<file path="src/rtl/pipelined_datapath_pkg.sv">
// -----------------------------------------------------------------------------
// datapath_pkg
// Shared types for the two-stage pipelined datapath: command opcodes, ALU
// function codes and the bit positions of the {N,Z,C,V} status flags.
// -----------------------------------------------------------------------------
package datapath_pkg;

  typedef enum logic [1:0] {
    OP_LDI   = 2'd0,
    OP_ALU   = 2'd1,
    OP_LOAD  = 2'd2,
    OP_STORE = 2'd3
  } cmd_op_t;

  typedef enum logic [2:0] {
    ALU_PASS = 3'd0,
    ALU_ADD  = 3'd1,
    ALU_SUB  = 3'd2,
    ALU_AND  = 3'd3,
    ALU_OR   = 3'd4,
    ALU_XOR  = 3'd5,
    ALU_NOT  = 3'd6,
    ALU_INC  = 3'd7
  } alu_op_t;

  localparam int FLAGS_W = 4;
  localparam int FLAG_N  = 3;
  localparam int FLAG_Z  = 2;
  localparam int FLAG_C  = 1;
  localparam int FLAG_V  = 0;

endpackage

</file>
<file path="src/rtl/pipelined_datapath_if.sv">
// -----------------------------------------------------------------------------
// pipelined_datapath_if
// Command and status bundle between the control unit (master) and the
// pipelined datapath (slave).
//   Cmd_valid/Cmd_ready  command handshake; Hold freezes the whole pipeline
//   Cmd_op, Imm, D_Addr, RF_*_Addr, ALU_s0   command payload
//   ALU_inA/ALU_inB/ALU_out   E-stage operands (after forwarding) and result
//   Flags                     registered {N,Z,C,V}
//   Wb_valid/Wb_addr/Wb_data  W-stage register-file write
// -----------------------------------------------------------------------------
interface pipelined_datapath_if
  import datapath_pkg::*;
#(
  parameter int DATA_W = 16,
  parameter int RA_W   = 4,
  parameter int MA_W   = 8
) ();

  logic                Cmd_valid;
  logic                Cmd_ready;
  logic                Hold;
  cmd_op_t             Cmd_op;
  logic [DATA_W-1:0]   Imm;
  logic [MA_W-1:0]     D_Addr;
  logic [RA_W-1:0]     RF_W_Addr;
  logic [RA_W-1:0]     RF_Ra_Addr;
  logic [RA_W-1:0]     RF_Rb_Addr;
  alu_op_t             ALU_s0;

  logic [DATA_W-1:0]   ALU_inA;
  logic [DATA_W-1:0]   ALU_inB;
  logic [DATA_W-1:0]   ALU_out;
  logic [FLAGS_W-1:0]  Flags;
  logic                Wb_valid;
  logic [RA_W-1:0]     Wb_addr;
  logic [DATA_W-1:0]   Wb_data;

  modport master (
    output Cmd_valid, Hold, Cmd_op, Imm, D_Addr, RF_W_Addr, RF_Ra_Addr,
           RF_Rb_Addr, ALU_s0,
    input  Cmd_ready, ALU_inA, ALU_inB, ALU_out, Flags, Wb_valid, Wb_addr,
           Wb_data
  );

  modport slave (
    input  Cmd_valid, Hold, Cmd_op, Imm, D_Addr, RF_W_Addr, RF_Ra_Addr,
           RF_Rb_Addr, ALU_s0,
    output Cmd_ready, ALU_inA, ALU_inB, ALU_out, Flags, Wb_valid, Wb_addr,
           Wb_data
  );

endinterface

</file>
<file path="src/rtl/pipelined_datapath_rf.sv">
// -----------------------------------------------------------------------------
// reg_file_2r1w
// Register file with two asynchronous read ports and one synchronous write
// port. Contents are not reset.
//   clk              write clock
//   we_i/wa_i/wd_i   write enable, address, data (rising edge)
//   ra_a_i/rd_a_o    read port A
//   ra_b_i/rd_b_o    read port B
// -----------------------------------------------------------------------------
module reg_file_2r1w #(
  parameter  int DATA_W   = 16,
  parameter  int RF_DEPTH = 16,
  localparam int RA_W     = $clog2(RF_DEPTH)
) (
  input  logic              clk,
  input  logic              we_i,
  input  logic [RA_W-1:0]   wa_i,
  input  logic [DATA_W-1:0] wd_i,
  input  logic [RA_W-1:0]   ra_a_i,
  input  logic [RA_W-1:0]   ra_b_i,
  output logic [DATA_W-1:0] rd_a_o,
  output logic [DATA_W-1:0] rd_b_o
);

  logic [DATA_W-1:0] regs_q [RF_DEPTH];

  // NOTE: storage arrays carry no reset so they map onto RAM/LUT resources;
  // software must write a register before relying on its value.
  always_ff @(posedge clk) begin
    if (we_i) begin
      regs_q[wa_i] <= wd_i;
    end
  end

  assign rd_a_o = regs_q[ra_a_i];
  assign rd_b_o = regs_q[ra_b_i];

endmodule

</file>
<file path="src/rtl/pipelined_datapath.sv">
// -----------------------------------------------------------------------------
// pipelined_datapath
// Two-stage (E, W) pipelined datapath fed by a valid/ready command port.
// A command accepted at edge k executes in E during k..k+1 (RF read, ALU,
// memory address; STORE writes memory at edge k+1, LOAD reads synchronously)
// and writes back in W during k+1..k+2 (RF written at edge k+2). W results
// are forwarded into E, so dependent commands never stall.
//   Clock    system clock, rising edge
//   Reset_n  synchronous active-low reset
//   bus      pipelined_datapath_if.slave (command, status, write-back)
// -----------------------------------------------------------------------------
module pipelined_datapath
  import datapath_pkg::*;
#(
  parameter int DATA_W     = 16,
  parameter int RF_DEPTH   = 16,
  parameter int DMEM_DEPTH = 256
) (
  input  logic Clock,
  input  logic Reset_n,
  pipelined_datapath_if.slave bus
);

  localparam int RA_W = $clog2(RF_DEPTH);
  localparam int MA_W = $clog2(DMEM_DEPTH);
  localparam int MSB  = DATA_W - 1;

  // Command held in E; captured straight from the bus on accept.
  typedef struct packed {
    logic              valid;
    cmd_op_t           op;
    alu_op_t           alu_op;
    logic [DATA_W-1:0] imm;
    logic [MA_W-1:0]   d_addr;
    logic [RA_W-1:0]   w_addr;
    logic [RA_W-1:0]   ra_addr;
    logic [RA_W-1:0]   rb_addr;
  } e_stage_t;

  // Command held in W; data is the LDI immediate or the ALU result.
  // LOAD data arrives separately from the memory read register.
  typedef struct packed {
    logic              valid;
    cmd_op_t           op;
    logic [RA_W-1:0]   w_addr;
    logic [DATA_W-1:0] data;
  } w_stage_t;

  e_stage_t           e_q, e_d;
  w_stage_t           w_q, w_d;
  logic [FLAGS_W-1:0] flags_q, flags_d;

  logic [DATA_W-1:0]  rf_rd_a, rf_rd_b;
  logic [DATA_W-1:0]  op_a, op_b;
  logic [DATA_W-1:0]  alu_res;
  logic [DATA_W:0]    arith_ext;
  logic               alu_carry, alu_ovf;
  logic [DATA_W-1:0]  mem_rdata_q;
  logic [DATA_W-1:0]  wb_data;
  logic               wb_we;
  logic               advance;
  logic               store_we;

  // The pipeline moves on every edge that is neither reset nor held.
  assign advance       = Reset_n & ~bus.Hold;
  assign bus.Cmd_ready = advance;

  // ---------------------------------------------------------------------------
  // Write-back stage outputs
  // ---------------------------------------------------------------------------
  assign wb_we   = w_q.valid & (w_q.op != OP_STORE);
  assign wb_data = (w_q.op == OP_LOAD) ? mem_rdata_q : w_q.data;

  // ---------------------------------------------------------------------------
  // Register file (written from W, read combinationally by E)
  // ---------------------------------------------------------------------------
  reg_file_2r1w #(
    .DATA_W   (DATA_W),
    .RF_DEPTH (RF_DEPTH)
  ) u_rf (
    .clk    (Clock),
    .we_i   (advance & wb_we),
    .wa_i   (w_q.w_addr),
    .wd_i   (wb_data),
    .ra_a_i (e_q.ra_addr),
    .ra_b_i (e_q.rb_addr),
    .rd_a_o (rf_rd_a),
    .rd_b_o (rf_rd_b)
  );

  // ---------------------------------------------------------------------------
  // Operand forwarding: the command in W is always the newest writer, and its
  // RF write has not landed yet, so its data overrides the RF read. Operands
  // are zero while E is empty so an idle or freshly reset pipeline shows 0.
  // ---------------------------------------------------------------------------
  // NOTE: every always_comb output gets a default on entry; a path that leaves
  // a variable unassigned would otherwise infer a latch.
  always_comb begin
    op_a = '0;
    op_b = '0;
    if (e_q.valid) begin
      op_a = (wb_we && (w_q.w_addr == e_q.ra_addr)) ? wb_data : rf_rd_a;
      op_b = (wb_we && (w_q.w_addr == e_q.rb_addr)) ? wb_data : rf_rd_b;
    end
  end

  // ---------------------------------------------------------------------------
  // ALU. Subtract carries "no borrow", i.e. C = 1 when A >= B unsigned.
  // ---------------------------------------------------------------------------
  always_comb begin
    alu_res   = '0;
    arith_ext = '0;
    alu_carry = 1'b0;
    alu_ovf   = 1'b0;
    case (e_q.alu_op)
      ALU_PASS: alu_res = op_a;
      ALU_ADD: begin
        arith_ext = {1'b0, op_a} + {1'b0, op_b};
        alu_res   = arith_ext[MSB:0];
        alu_carry = arith_ext[DATA_W];
        alu_ovf   = (op_a[MSB] == op_b[MSB]) && (alu_res[MSB] != op_a[MSB]);
      end
      ALU_SUB: begin
        arith_ext = {1'b0, op_a} - {1'b0, op_b};
        alu_res   = arith_ext[MSB:0];
        alu_carry = ~arith_ext[DATA_W];
        alu_ovf   = (op_a[MSB] != op_b[MSB]) && (alu_res[MSB] != op_a[MSB]);
      end
      ALU_AND: alu_res = op_a & op_b;
      ALU_OR:  alu_res = op_a | op_b;
      ALU_XOR: alu_res = op_a ^ op_b;
      ALU_NOT: alu_res = ~op_a;
      ALU_INC: begin
        arith_ext = {1'b0, op_a} + {{DATA_W{1'b0}}, 1'b1};
        alu_res   = arith_ext[MSB:0];
        alu_carry = arith_ext[DATA_W];
        alu_ovf   = ~op_a[MSB] & alu_res[MSB];
      end
      default: alu_res = '0;
    endcase
  end

  // Flags change only when an ALU command leaves E.
  always_comb begin
    flags_d = flags_q;
    if (e_q.valid && (e_q.op == OP_ALU)) begin
      flags_d[FLAG_N] = alu_res[MSB];
      flags_d[FLAG_Z] = (alu_res == '0);
      flags_d[FLAG_C] = alu_carry;
      flags_d[FLAG_V] = alu_ovf;
    end
  end

  // ---------------------------------------------------------------------------
  // Next-state for the E and W stage registers
  // ---------------------------------------------------------------------------
  always_comb begin
    e_d.valid   = bus.Cmd_valid & bus.Cmd_ready;
    e_d.op      = bus.Cmd_op;
    e_d.alu_op  = bus.ALU_s0;
    e_d.imm     = bus.Imm;
    e_d.d_addr  = bus.D_Addr;
    e_d.w_addr  = bus.RF_W_Addr;
    e_d.ra_addr = bus.RF_Ra_Addr;
    e_d.rb_addr = bus.RF_Rb_Addr;

    w_d.valid   = e_q.valid;
    w_d.op      = e_q.op;
    w_d.w_addr  = e_q.w_addr;
    w_d.data    = (e_q.op == OP_LDI) ? e_q.imm : alu_res;
  end

  // NOTE: state registers use non-blocking assignments so every register
  // samples its pre-edge inputs regardless of statement order. Reset is
  // synchronous: it is only seen on a rising edge of Clock.
  always_ff @(posedge Clock) begin
    if (!Reset_n) begin
      e_q.valid   <= 1'b0;
      e_q.op      <= OP_LDI;
      e_q.alu_op  <= ALU_PASS;
      e_q.imm     <= '0;
      e_q.d_addr  <= '0;
      e_q.w_addr  <= '0;
      e_q.ra_addr <= '0;
      e_q.rb_addr <= '0;
      w_q.valid   <= 1'b0;
      w_q.op      <= OP_LDI;
      w_q.w_addr  <= '0;
      w_q.data    <= '0;
      flags_q     <= '0;
    end else if (!bus.Hold) begin
      e_q     <= e_d;
      w_q     <= w_d;
      flags_q <= flags_d;
    end
  end

  // ---------------------------------------------------------------------------
  // Data memory: synchronous write of operand A for STORE, synchronous read
  // that lands in W for LOAD. Both freeze under Hold and are blocked on the
  // reset edge so in-flight commands leave no trace.
  // ---------------------------------------------------------------------------
  logic [DATA_W-1:0] dmem [DMEM_DEPTH];

  assign store_we = advance & e_q.valid & (e_q.op == OP_STORE);

  always_ff @(posedge Clock) begin
    if (store_we) begin
      dmem[e_q.d_addr] <= op_a;
    end
    if (advance) begin
      mem_rdata_q <= dmem[e_q.d_addr];
    end
  end

  // ---------------------------------------------------------------------------
  // Outputs
  // ---------------------------------------------------------------------------
  assign bus.ALU_inA  = op_a;
  assign bus.ALU_inB  = op_b;
  assign bus.ALU_out  = e_q.valid ? alu_res : '0;
  assign bus.Flags    = flags_q;
  assign bus.Wb_valid = wb_we;
  assign bus.Wb_addr  = w_q.w_addr;
  assign bus.Wb_data  = wb_data;

endmodule
</file>
<file path="src/flat_wrapper.sv">
// flat-port wrapper written by rule: the top's interface ports become plain ports
module pipelined_datapath_flat import datapath_pkg::*;
#(
  parameter int DATA_W     = 16,
  parameter int RF_DEPTH   = 16,
  parameter int DMEM_DEPTH = 256
)
  (Clock, Reset_n, bus_Cmd_valid, bus_Hold, bus_Cmd_op, bus_Imm, bus_D_Addr, bus_RF_W_Addr, bus_RF_Ra_Addr, bus_RF_Rb_Addr, bus_ALU_s0, bus_Cmd_ready, bus_ALU_inA, bus_ALU_inB, bus_ALU_out, bus_Flags, bus_Wb_valid, bus_Wb_addr, bus_Wb_data);
  pipelined_datapath_if #(.DATA_W(DATA_W)) bus_i ();
  input  logic Clock;
  input  logic Reset_n;
  input wire logic [$bits(bus_i.Cmd_valid)-1:0] bus_Cmd_valid;
  input wire logic [$bits(bus_i.Hold)-1:0] bus_Hold;
  input wire logic [$bits(bus_i.Cmd_op)-1:0] bus_Cmd_op;
  input wire logic [$bits(bus_i.Imm)-1:0] bus_Imm;
  input wire logic [$bits(bus_i.D_Addr)-1:0] bus_D_Addr;
  input wire logic [$bits(bus_i.RF_W_Addr)-1:0] bus_RF_W_Addr;
  input wire logic [$bits(bus_i.RF_Ra_Addr)-1:0] bus_RF_Ra_Addr;
  input wire logic [$bits(bus_i.RF_Rb_Addr)-1:0] bus_RF_Rb_Addr;
  input wire logic [$bits(bus_i.ALU_s0)-1:0] bus_ALU_s0;
  output wire logic [$bits(bus_i.Cmd_ready)-1:0] bus_Cmd_ready;
  output wire logic [$bits(bus_i.ALU_inA)-1:0] bus_ALU_inA;
  output wire logic [$bits(bus_i.ALU_inB)-1:0] bus_ALU_inB;
  output wire logic [$bits(bus_i.ALU_out)-1:0] bus_ALU_out;
  output wire logic [$bits(bus_i.Flags)-1:0] bus_Flags;
  output wire logic [$bits(bus_i.Wb_valid)-1:0] bus_Wb_valid;
  output wire logic [$bits(bus_i.Wb_addr)-1:0] bus_Wb_addr;
  output wire logic [$bits(bus_i.Wb_data)-1:0] bus_Wb_data;
  assign bus_i.Cmd_valid = bus_Cmd_valid;
  assign bus_i.Hold = bus_Hold;
  assign bus_i.Cmd_op = bus_Cmd_op;
  assign bus_i.Imm = bus_Imm;
  assign bus_i.D_Addr = bus_D_Addr;
  assign bus_i.RF_W_Addr = bus_RF_W_Addr;
  assign bus_i.RF_Ra_Addr = bus_RF_Ra_Addr;
  assign bus_i.RF_Rb_Addr = bus_RF_Rb_Addr;
  assign bus_i.ALU_s0 = bus_ALU_s0;
  assign bus_Cmd_ready = bus_i.Cmd_ready;
  assign bus_ALU_inA = bus_i.ALU_inA;
  assign bus_ALU_inB = bus_i.ALU_inB;
  assign bus_ALU_out = bus_i.ALU_out;
  assign bus_Flags = bus_i.Flags;
  assign bus_Wb_valid = bus_i.Wb_valid;
  assign bus_Wb_addr = bus_i.Wb_addr;
  assign bus_Wb_data = bus_i.Wb_data;
  pipelined_datapath #(.DATA_W(DATA_W), .RF_DEPTH(RF_DEPTH), .DMEM_DEPTH(DMEM_DEPTH)) u_core (.Clock(Clock), .Reset_n(Reset_n), .bus(bus_i));
endmodule
</file>
<file path="config.mk">
export PLATFORM = sky130hd
export DESIGN_NAME = pipelined_datapath_flat
export DESIGN_NICKNAME = d
export VERILOG_FILES = /design/src/rtl/pipelined_datapath_pkg.sv /design/src/rtl/pipelined_datapath_if.sv /design/src/rtl/pipelined_datapath_rf.sv /design/src/rtl/pipelined_datapath.sv /design/src/flat_wrapper.sv
export SDC_FILE = /design/constraint.sdc
export NUM_CORES = 2
export LEC_CHECK = 0
export CORE_UTILIZATION = 52
export CTS_CLUSTER_SIZE = 28
export DETAILED_ROUTE_END_ITERATION = 10
export PLACE_DENSITY = 0.68
export SYNTH_ARGS = -nofsm -noshare
export SYNTH_HDL_FRONTEND = slang
export SYNTH_MEMORY_MAX_BITS = 65536
export SYNTH_SLANG_ARGS = --single-unit
</file>
<file path="constraint.sdc">
create_clock -name Clock -period 21 [get_ports Clock]
set_clock_uncertainty 0.1 [all_clocks]
set_input_delay 2.1 -clock Clock [delete_from_list [all_inputs] [get_ports Clock]]
set_output_delay 2.1 -clock Clock [all_outputs]
set_load 0.05 [all_outputs]
</file>
==> results by group <==
Run status
  • Status: finished clean

Route
  • Via Count: 87,100
  • First DRT Iteration DRCs: approximately 13,000
  • Wire per inst: 36.1 um
  • ANT nets after route: 0
  • Number of vias per cell: ~6.6
  • Routed WL: between 400 and 500 mm
  • Drt first pass iters: 8
  • # DRC: 0

STA
  • Max Fclk: around 94 MHz
  • Final setup vio count: 0
  • Post-route minimum period: roughly 11 ns
  • TNS Setup: 0 ns
  • Fin. max-slew vios: 0
  • Worst-margin pin slew: between 1 and 1.5 ns
  • Hold Slack: ~0.38 ns
  • Slew HR: 0.0794
  • RSZ-0062 raised after global routing: false
  • Fin. Hold Viols: 0
  • Period utilisation layout: 0.504

CTS
  • Clk buf depth: 4
  • Post-CTS setup buffer count: 0
  • Clk Latency, worst-skew pair: a little under 1 ns
  • CTS tree: yes
  • CTS root buffer: clkbuf_16
  • Clock slew at reported path FFs: roughly 0.070 ns
  • Post-CTS Hold Fix Bufs: 0
  • Max H-tree Level: 5
  • Post_cts resized: 0
  • TritonCTS Buffers: approximately 440
  • Clock Sinks: between 4,000 and 5,000

Worst setup path
  • CP Max Fanout: 163
  • Critical path arrival: 8.39 ns
  • R2R Setup Slk: around 14 ns
  • CP Launch Type: register
  • Critical path class: reg -> out
  • CP max stage cell: buf_4
  • CP Capture Type: output pin
  • Reg2reg path depth: 18
  • Max stage delay on crit path: between 0.9 and 1 ns
  • Worst Path Required: around 19 ns
  • Crit path cell chain: and2_1 -> a22oi_1 -> nand2_1 -> a21oi_2 -> inv_8 -> buf_4 -> ha_1 -> nor3b_1 -> nor3_1 -> o311a_1 -> a211oi_1 -> o31ai_2 -> a21oi_1 -> or2_1 -> mux2_4 -> a211oi_2 -> nor2_1 -> clkdlybuf4s50_1
  • R2r endpoint: u_core.bus.Flags[2]$_SDFFE_PN0P_

Placed design
  • PortBufs: 118
  • GPL Wtd Cong: a little under 0.9
  • Detailed placer's ending HPWL: 273 mm
  • Inst Count DP: approximately 12,000

Logic synthesis
  • Synth warnings: 0
  • Synth Cell Area: 176,000 um2
  • Distinct cells, synth: 107
  • Async set-reset flop share out of synthesis: 0
  • Sequential share of the synthesized area: 0.756
  • Post-Syn Nets: 7,842
  • Syn Inst Count: 7,747
  • FF+latch count, synth: roughly 4,400
  • Top_reg_cell synth: edfxtp_1
  • Post-synth EDFFs: between 4,000 and 5,000
  • Synth Area per Inst: ~23 um2

Floorplanning
  • # IOs: 119
  • Initial Util: 0.522
  • Die W: roughly 600 um
  • Core region area: 336,000 um2
  • DIE AREA: 340,000 um2
  • FP Rows: roughly 210
  • Die height: between 500 and 600 um

Min path
  • Worst Hold Depth: 2
  • Hold path startpoint: u_core.bus.Flags[0]$_SDFFE_PN0P_
  • Hold WC Path Type: reg -> reg
  • Worst Hold End: u_core.bus.Flags[0]$_SDFFE_PN0P_

Global routing
  • Vias in the first global route: around 86,000
  • Congestion Overflow GR: 0
  • All-layer global routing usage: 0.279
  • Initial antenna violation count: 21
  • Largest net degree at the start of global routing: approximately 210
  • Global-route wire length before repair: around 660 mm

Power and ir drop
  • Pwr Density: between 90 and 100 nW/um2
  • Leakage power: between 60 and 70 nW
  • VDD IR-drop max: 0.0742 mV
  • Final Power: ~0.019 W

Final layout
  • Layout fillers: approximately 23,000
  • Finished Layout Cells: roughly 13,000
  • Layout Utilization: 0.590
  • Nets@finish: a little over 8,000
  • Layout cells sized above 1: 0.326
  • Area grow syn2layout: 13.0%

Flow run
  • Maxcap violations: 0
==> state kept, by name, indices dropped and copies added (netlist names), named ones only <==
signal,count
u_core.bus.Flags,4
u_core.bus.Wb_addr,4
u_core.dmem,4096
u_core.e_q,42
u_core.mem_rdata_q,16
u_core.u_rf.regs_q,256
u_core.w_q,19
==> layout by cell type, fill, tap and decap left out, types with 79 or more instances in the layout <==
master	instances
clkinv_1	93
clkbuf_1	94
a21oi_1	79
clkinv_2	84
clkdlybuf4s50_1	115
buf_4	350
edfxtp_1	4368
nor2_2	230
nand2_1	141
nor2_1	154
mux2i_1	95
clkbuf_16	444
mux4_2	1446
==> routing by layer <==
layer	GRT usage	part of all wire	vias up
li1	-	-	34000
met1	0.386	0.37	46800
met2	0.430	0.47	5292
met3	0.0666	0.11	951
met4	0.115	0.047	4
met5	0	0.000053	-
==> synthesized netlist by cell type, drive strengths merged (53+ instances only) <==
library cell,instances,share of area
nand2,151,0.0032
inv,66,0.0014
nor3,58,0.0017
mux2i,95,0.0054
a21oi,83,0.0025
edfxtp,4368,0.75
clkbuf,255,0.0054
mux4,1446,0.19
o21ai,53,0.0015
buf,209,0.0060
nor2,387,0.0083
dfxtp,77,0.0088
==> report_power, final <==
group / internal [W] / total (W) / switching, W / leakage [nW]
combinational: 0.000417 / 0.00115 / 0.000737 / 13.5
clock: 0.00437 / 0.00773 / 0.00335 / 6.87
sequential: 0.00975 / 0.00977 / 0.0000228 / 41.1
==> worst max-delay path: cells and delay by family (launching register included) <==
| kind | cells | cell delay, ns |
|---|---|---|
| AO/OA/AOI/OAI | 7 | 1.86 |
| buffers and inverters | 3 | 2.29 |
| flip-flops | 1 | 0.79 |
| multiplexers | 1 | 0.33 |
| adder cells (fa/ha/maj) | 1 | 0.42 |
| AND/OR/NAND/NOR | 6 | 1.54 |
==> per-stage QoR <==
step	setup slack, ns	instance area, um2
floorplan	2.17	176000
global placement	11.42	184000
detailed placement	11.40	184000
CTS	10.35	198000
global route	9.85	198000
finish	10.41	198000
==> layout make-up <==
type	count	area, um2	area share
Timing Repair Buffer	479	4060	0.0205
Inverter	68	330	0.00166
Clock inverter	270	2610	0.0132
Multi-Input combinational cell	2770	41600	0.209
Sequential cell	4445	133000	0.669
Clock buffer	538	11500	0.0578
Tap cell	4515	5650	0.0285
Antenna cell	11	27.5	0.000139
==> logic make-up (layout without fill, tap and decap cells) <==
logic type | Yosys count | count (layout) | synth area share
AO/OA/AOI/OAI | 379 | 379 | 0.0158
adder cells (fa/ha/maj) | 50 | 50 | 0.00365
XOR/XNOR | 16 | 16 | 0.000798
buffers and inverters | 532 | 1355 | 0.0129
flip-flops | 4445 | 4445 | 0.756
multiplexers | 1559 | 1559 | 0.192
other | 0 | 11 | 0
AND/OR/NAND/NOR | 766 | 766 | 0.0193
==> worst max path at each step <==
stage                                 from              end  slack, ns  depth (start not counted)
3_3_place_gp                      register  bus_ALU_out[14]      11.42                         18
3_5_place_dp                      register  bus_ALU_out[14]      11.40                         18
4_1_cts                           register  bus_ALU_out[14]      10.35                         18
6_report                          register  bus_ALU_out[15]      10.41                         18
2_1_floorplan  u_core.w_q[20]$_SDFFE_PN0N_  bus_ALU_out[15]       2.17                         18
5_1_grt                           register  bus_ALU_out[15]       9.85                         18
No activity file was read; power rests on OpenSTA's default activity.
